### src/rtl/dsp_fir_sequencer.sv
// dsp_fir_sequencer: drives an external DSP MAC through a 4-tap FIR, one tap
// per cycle, and returns the accumulated result over a valid/ready port.
// Optional build macro: DSP_FIR_SEQ_SATURATE_EN clamps the result to the
// signed 20-bit range before it is registered.
//
//   state | meaning
//   ------+--------------------------------------------------------------
//   IDLE  | ready for a sample; a handshake shifts the delay line
//   MAC   | issues taps 0..3 to the DSP, one per cycle
//   WAIT  | lets the last tap drain through the DSP pipeline
//   OUT   | result held on m_data_o until m_ready_i accepts it
module dsp_fir_sequencer #(
  parameter logic signed [17:0] COEFF_0     = 18'sd0,
  parameter logic signed [17:0] COEFF_1     = 18'sd0,
  parameter logic signed [17:0] COEFF_2     = 18'sd0,
  parameter logic signed [17:0] COEFF_3     = 18'sd0,
  parameter int                 DSP_LATENCY = 1
) (
  input  logic               clock_i,
  input  logic               reset_i,
  input  logic               s_valid_i,
  output logic               s_ready_o,
  input  logic signed [19:0] s_data_i,
  output logic               m_valid_o,
  input  logic               m_ready_i,
  output logic signed [37:0] m_data_o,
  output logic signed [19:0] dsp_a_o,
  output logic signed [17:0] dsp_b_o,
  output logic               dsp_load_acc_o,
  output logic [2:0]         dsp_feedback_o,
  input  logic signed [37:0] dsp_z_i
);

  typedef enum logic [1:0] {IDLE, MAC, WAIT, OUT} state_t;

  state_t             state;
  logic signed [19:0] x [4];
  logic [1:0]         tap;
  logic [2:0]         wait_cnt;
  logic signed [17:0] coeff_sel;
  logic signed [37:0] z_cap;

  assign dsp_feedback_o = 3'b000;
  assign s_ready_o      = (state == IDLE) && !reset_i;

  // Coefficient for the tap currently being issued.
  always_comb begin
    coeff_sel = COEFF_0;
    case (tap)
      2'd1:    coeff_sel = COEFF_1;
      2'd2:    coeff_sel = COEFF_2;
      2'd3:    coeff_sel = COEFF_3;
      default: coeff_sel = COEFF_0;
    endcase
  end

`ifdef DSP_FIR_SEQ_SATURATE_EN
  localparam logic signed [37:0] SAT_MAX = 38'sd524287;
  localparam logic signed [37:0] SAT_MIN = -38'sd524288;

  // Clamp the accumulator to the signed 20-bit range before capture.
  always_comb begin
    z_cap = dsp_z_i;
    if (dsp_z_i > SAT_MAX)
      z_cap = SAT_MAX;
    else if (dsp_z_i < SAT_MIN)
      z_cap = SAT_MIN;
  end
`else
  assign z_cap = dsp_z_i;
`endif

  // Sequencer FSM; DSP port values are registered, so each tap appears on
  // the DSP one cycle after the MAC state cycle that selects it. WAIT is
  // therefore DSP_LATENCY+1 state cycles long to cover that extra register.
  always_ff @(posedge clock_i or posedge reset_i) begin
    if (reset_i) begin
      state          <= IDLE;
      for (int i = 0; i < 4; i++) x[i] <= '0;
      tap            <= '0;
      wait_cnt       <= '0;
      m_valid_o      <= 1'b0;
      m_data_o       <= '0;
      dsp_a_o        <= '0;
      dsp_b_o        <= '0;
      dsp_load_acc_o <= 1'b0;
    end else begin
      dsp_a_o        <= '0;
      dsp_b_o        <= '0;
      dsp_load_acc_o <= 1'b0;
      case (state)
        IDLE: begin
          if (s_valid_i && s_ready_o) begin
            x[3]  <= x[2];
            x[2]  <= x[1];
            x[1]  <= x[0];
            x[0]  <= s_data_i;
            tap   <= '0;
            state <= MAC;
          end
        end
        MAC: begin
          dsp_a_o        <= x[tap];
          dsp_b_o        <= coeff_sel;
          dsp_load_acc_o <= (tap == 2'd0);
          tap            <= tap + 2'd1;
          wait_cnt       <= DSP_LATENCY[2:0];
          if (tap == 2'd3)
            state <= WAIT;
        end
        WAIT: begin
          if (wait_cnt == 3'd0) begin
            m_data_o  <= z_cap;
            m_valid_o <= 1'b1;
            state     <= OUT;
          end else begin
            wait_cnt <= wait_cnt - 3'd1;
          end
        end
        OUT: begin
          if (m_ready_i) begin
            m_valid_o <= 1'b0;
            state     <= IDLE;
          end
        end
        default: state <= IDLE;
      endcase
    end
  end

endmodule

### config.mk
export PLATFORM = sky130hd
export DESIGN_NAME = dsp_fir_sequencer
export DESIGN_NICKNAME = d
export VERILOG_FILES = /design/src/rtl/dsp_fir_sequencer.sv
export SDC_FILE = /design/constraint.sdc
export NUM_CORES = 1
export LEC_CHECK = 0
export ABC_AREA = 1
export CORE_UTILIZATION = 47
export CTS_CLUSTER_DIAMETER = 30
export DETAILED_ROUTE_END_ITERATION = 10
export GPL_ROUTABILITY_DRIVEN = 0
export GPL_TIMING_DRIVEN = 0
export HOLD_SLACK_MARGIN = 0.1
export PLACE_DENSITY = 0.75
export SKIP_CTS_REPAIR_TIMING = 1
export SLEW_MARGIN = 0
export SYNTH_ARGS = -nofsm -noshare
export SYNTH_HDL_FRONTEND = slang
export SYNTH_SLANG_ARGS = --single-unit
### constraint.sdc
create_clock -name clock_i -period 6.77 [get_ports clock_i]
set_input_delay 2.031 -clock clock_i [delete_from_list [all_inputs] [get_ports clock_i]]
set_output_delay 2.031 -clock clock_i [all_outputs]
set_load 0.05 [all_outputs]
==> results of run 1 <==
==> metrics by stage <==
step,cells,hold WS [ns],cell area (um2),worst slack (ns)
after global placement,1020,0.465,8030,-1.30
after floorplan,722,0.453,6590,0.769
final,1053,0.480,8730,1.09
after global routing,1053,0.503,8730,1.04
after CTS,1053,0.485,8730,1.09
after detailed placement,1021,0.470,8060,1.10
==> sequential cells by signal, indices dropped and copies added, names as in the netlist <==
register        count
x                  80
m_data_o           38
dsp_a_o            20
wait_cnt            3
state               2
tap                 2
dsp_load_acc_o      1
m_valid_o           1
==> power breakdown <==
| group | switching [mW] | internal, mW |
|---|---|---|
| sequential | 0.209 | 1.29 |
| clock | 0.367 | 0.698 |
| combinational | 1.44 | 0.735 |
==> layout make-up <==
cell class | count | area, um2 | area share [%]
clock inverters | 14 | 234 | 2.68
repair buffers | 123 | 1250 | 14.3
plain buffers | 61 | 432 | 4.94
inverters | 112 | 425 | 4.87
clock buffers | 18 | 439 | 5.03
multi-input cells | 402 | 2060 | 23.5
flip-flops and latches | 147 | 3680 | 42.1
well taps | 176 | 220 | 2.52
==> per-layer routing <==
metal  up-vias  wire, um  GRT usage, %
met3        23      1250          8.27
met5         -         0             0
met2       162      6530          34.3
li1       2509         -             -
met4         0       256          8.52
met1      2309      6260          28.5
==> worst paths after layout <==
path	startpoint	end	slack [ns]	cells past startpoint
setup / recovery	reset_i	s_ready_o	1.09	3
min in group asynchronous	reset_i	wait_cnt[2]	2.13	2
hold reg to reg	x[36]	x[36]	0.48	2
hold / removal	x[36]	x[36]	0.48	2
setup reg to reg	state[0]	x[60]	5.09	9
max in group asynchronous	reset_i	dsp_a_o[9]	3.80	3
==> layout by cell type (no fill, tap or decap), drive strengths merged <==
| cell type | n |
|---|---|
| xor2 | 1 |
| conb | 21 |
| o211ai | 40 |
| nand2 | 151 |
| clkbuf | 31 |
| inv | 112 |
| o22ai | 1 |
| a21oi | 42 |
| nor2 | 25 |
| o21ai | 104 |
| clkdlybuf4s50 | 122 |
| dfrtp | 147 |
| ha | 9 |
| clkinvlp | 4 |
| or2 | 1 |
| nand3 | 7 |
| bufinv | 6 |
| clkinv | 4 |
| buf | 49 |
==> critical path, stage by stage <==
cell	delay [ns]
clkdlybuf4s50_1	0.54
nor2_4	0.21
clkdlybuf4s50_1	0.86
==> kinds of logic after synthesis <==
kind of cell,after synthesis,synth area share [%]
DFF,147,56.5
buffers and inverters,173,13.1
adders and majority gates,9,1.73
and+or+nand+nor,184,11.1
AOI/OAI and AO/OA,187,17.4
other,1,0.0576
xor gates and xnor gates,1,0.135
==> flow_metrics.py, run 1 <==
metrics = {
    "pwr": {
        "p_leak_nw": 4.32,
        "p_total_mw": 4.75,
        "max-vdd-ir-drop_v": 0.000291,
        "cellPowerDensity_nw_per_um2": 543,
    },
    "global_routing": {
        "grt_pass1_wl_um": 24500,
        "antenna_found_initial": 0,
        "gr-total-overflow": 0,
        "track_usage_pct": 22.3,
        "grt_max_degree": 97,
        "grt_pass1_vias": 4947,
    },
    "logic_synthesis": {
        "synthFlopType": "dfrtp_1",
        "synth_warnings": 0,
        "synth_edf_count": 0,
        "ys_ff_latch": 147,
        "netlist_area_um2": 6510,
        "post_synth_num_cell_types": 24,
        "synth.largest_area_cell": "dfrtp_1",
        "syn_avg_cell_area_um2": 9.28,
        "synthTopCellsByArea": "dfrtp_1 56%, nand2_1 8.6%, inv_1 6.3%",
        "yosysMostFrequentCell": "nand2_1",
        "synth_common_cells": "150 x nand2_1, 147 x dfrtp_1, 110 x inv_1",
        "synth-async-reset-ratio_pct": 100,
        "syn_inst": 702,
        "seq_area_frac_synth_pct": 56.5,
        "synth_top_area_share_pct": 56.5,
    },
    "timing": {
        "finalMaxSlewViolations": 0,
        "maxSlewHeadroom_pct": 63.7,
        "setup_viol": 0,
        "fin_skew_ns": 0.00658,
        "fin_tns_setup_ns": 0,
        "max_freq_mhz": 176,
        "tightest_slew_ns": 0.543,
        "hold_violations": 0,
        "rsz0062_at_grt": "false",
        "min_period_ns": 5.68,
        "timing.final.crit_share_pct": 83.8,
    },
    "final_layout": {
        "syn_to_final_growth_pct": 34.1,
        "drive_gt1_share_pct": 13.0,
        "final_util_pct": 65.2,
        "nFillCells": 1116,
        "diodes": 0,
        "fin_nets": 935,
    },
    "place": {
        "place.port_buffers": 122,
        "hpwlAfterDp_um": 10200,
    },
    "die": {
        "start_util_pct": 48.6,
        "dieArea_um2": 14300,
        "boundaryPins": 144,
        "core_um2": 13400,
        "die_h_um": 120,
        "rows": 42,
        "fp.dieW_um": 120,
    },
    "routing": {
        "via_per_inst": 4.75,
        "vias": 5003,
        "drc_errors": 0,
        "ant_nets": 0,
        "routedWlPerCell_um": 13.6,
        "routed_wl_um": 14300,
        "drtIter0Drc": 441,
        "first_pass_iters": 4,
    },
    "critical_path": {
        "crit_arrival_ns": 3.64,
        "critPathCaptureType": "output port",
        "critPathRequiredTime_ns": 4.74,
        "startpoint_type": "primary input",
        "cp_max_fo": 3,
        "critPathKind": "in2out",
    },
    "clock_network": {
        "numCtsBuffers": 17,
        "cts_tree": "done",
        "clock_latency_ns": 0.43,
        "cts_sinks": 147,
        "cts-htree-levels": 4,
        "clk_pin_slew_ns": 0.06,
        "cts-root-buf": "clkbuf_16",
        "clock_path_buffers": 2,
    },
    "job": {
        "cap_viol_max_count": 0,
    },
    "run_status": {
        "status": "complete, no violations",
    },
    "hold_path": {
        "min_path_type": "reg2reg",
    },
}
Note: power is estimated with default switching activity, not from simulation.
==> run 2, diff against run 1 <==
--- a/config.mk
+++ b/config.mk
@@ -6,13 +6,13 @@
 export NUM_CORES = 1
 export LEC_CHECK = 0
 export ABC_AREA = 1
-export CORE_UTILIZATION = 47
+export CORE_UTILIZATION = 46
 export CTS_CLUSTER_DIAMETER = 30
 export DETAILED_ROUTE_END_ITERATION = 10
 export GPL_ROUTABILITY_DRIVEN = 0
 export GPL_TIMING_DRIVEN = 0
 export HOLD_SLACK_MARGIN = 0.1
-export PLACE_DENSITY = 0.75
+export PLACE_DENSITY = 0.77
 export SKIP_CTS_REPAIR_TIMING = 1
 export SLEW_MARGIN = 0
 export SYNTH_ARGS = -nofsm -noshare
==> constraint.sdc (replaced) <==
create_clock -name clock_i -period 4.7 [get_ports clock_i]
set_input_delay 1.41 -clock clock_i [delete_from_list [all_inputs] [get_ports clock_i]]
set_output_delay 1.41 -clock clock_i [all_outputs]
set_load 0.05 [all_outputs]
==> flow_metrics.py, run 2 (synthesis gave the netlist of run 1 again) <==
metrics = {
    "global_routing": {
        "grt_max_degree": 42,
        "track_usage_pct": 20.6,
        "antenna_found_initial": 0,
        "grt_pass1_wl_um": 23000,
        "gr-total-overflow": 0,
        "grt_pass1_vias": 4629,
    },
    "final_layout": {
        "final_cell_count_no_fill": 1058,
        "mostFrequentLayoutCell": "nand2_1",
        "final_cell_mix": "150 x nand2_1, 147 x dfrtp_1, 122 x clkdlybuf4s50_1",
        "biggestRegsByFlops": "x (80), m_data_o (38), dsp_a_o (20)",
        "syn_to_final_growth_pct": 33.5,
        "fin_nets": 938,
        "drive_gt1_share_pct": 12.9,
        "regMostFlops": "x",
        "largest_register_ffs": 80,
        "diodes": 0,
    },
    "routing": {
        "route.met2.wl_um": 6430,
        "vias": 4945,
        "first_pass_iters": 5,
        "drc_errors": 0,
        "routed_wl_um": 13900,
        "dr_wl_met3_um": 986,
        "top_layer": "met4",
        "via_per_inst": 4.67,
        "wl_met1_um": 6250,
        "drtIter0Drc": 304,
        "routedWlPerCell_um": 13.1,
        "ant_nets": 0,
    },
    "critical_path": {
        "path_common_cell": "clkdlybuf4s50_1",
        "path_cells": "clkdlybuf4s50_1 -> nor2_4 -> clkdlybuf4s50_1",
        "max_stage_delay_ns": 0.86,
        "startpoint_type": "primary input",
        "critPathRequiredTime_ns": 3.29,
        "crit_arrival_ns": 2.97,
        "critPathKind": "in2out",
        "r2r_slack_ns": 2.99,
        "critPathSlowestCell": "clkdlybuf4s50_1",
        "critPathCaptureType": "output port",
        "cp_max_fo": 3,
    },
    "timing": {
        "tightest_slew_ns": 0.550,
        "hold_violations": 0,
        "rsz0062_at_grt": "false",
        "timing.final.crit_share_pct": 93.2,
        "max_freq_mhz": 228,
        "fin_ws_ns": 0.320,
        "fin_skew_ns": 0.00853,
        "setup_viol": 0,
        "maxSlewHeadroom_pct": 63.2,
        "min_period_ns": 4.38,
        "fin_tns_setup_ns": 0,
        "finalMaxSlewViolations": 0,
    },
    "pwr": {
        "p_total_mw": 6.60,
        "p_leak_nw": 4.31,
        "cellPowerDensity_nw_per_um2": 759,
        "max-vdd-ir-drop_v": 0.000423,
    },
    "die": {
        "start_util_pct": 47.1,
        "fp.dieW_um": 121,
        "rows": 43,
        "dieArea_um2": 14600,
        "core_um2": 13800,
        "die_h_um": 121,
        "boundaryPins": 144,
    },
    "run_status": {
        "status": "complete, no violations",
    },
    "hold_path": {
        "min_path_type": "reg2reg",
    },
    "job": {
        "cap_viol_max_count": 0,
    },
    "place": {
        "place.port_buffers": 122,
        "place_inst": 1028,
        "hpwlAfterDp_um": 10100,
        "dp_slack_ns": 0.325,
    },
    "clock_network": {
        "cts_tree": "done",
        "numCtsBuffers": 17,
        "cts-root-buf": "clkbuf_16",
        "clock_latency_ns": 0.42,
        "cts-htree-levels": 4,
        "cts_sinks": 147,
        "clk_pin_slew_ns": 0.06,
        "clock_path_buffers": 2,
    },
}
## run 2: cell types whose count changed in the layout (fill, tap and decap cells not counted), sizes merged
cell | previous run | this run
inv | 112 | 111
clkinv | 4 | 3
clkbuf | 31 | 39
bufinv | 6 | 1
buf | 49 | 52
clkinvlp | 4 | 1
## run 2: worst paths after layout
kind | from | end | cells past startpoint
setup reg to reg | state[0] | x[60] | 9
hold / removal | x[58] | x[58] | 2
setup / recovery | reset_i | s_ready_o | 3
hold reg to reg | x[58] | x[58] | 2
max in group asynchronous | reset_i | x[7] | 5
min in group asynchronous | reset_i | state[1] | 2
## run 2: metal layers
metal,track usage [%],vias to the layer above
met3,6.67,16
met2,32.0,168
met4,7.56,0
met1,26.9,2257
li1,-,2504
met5,0,-
## run 2: layout make-up
cell class / count / area (um2)
Buffer: 61 / 432
Clock buffer: 26 / 529
Clock inverter: 4 / 45.0
Fill cell: 1185 / 5130
Inverter: 112 / 424
Multi-Input combinational cell: 402 / 2060
Sequential cell: 147 / 3680
Tap cell: 180 / 225
Timing Repair Buffer: 126 / 1300
## run 2: report_power, final
group | switching, mW | leakage, nW | internal, mW
Clock | 0.484 | 0.288 | 0.818
Sequential | 0.296 | 1.82 | 1.86
Combinational | 2.07 | 2.21 | 1.06
Total | 2.85 | 4.31 | 3.74
## run 2: metrics by stage
stage               instance area [um2]  utilization (%)  hold slack (ns)
global placement                   8040             58.1            0.465
CTS                                8690             62.9            0.486
detailed placement                 8120             58.7            0.472
floorplan                          6590                -            0.453
global route                       8690             62.9            0.504
finish                             8690             62.9            0.480
## run 2: worst max-delay path: cells and delay by family
| family | cells | cell delay (ns) |
|---|---|---|
| buffers and inverters | 2 | 1.36 |
| and+or+nand+nor | 1 | 0.19 |
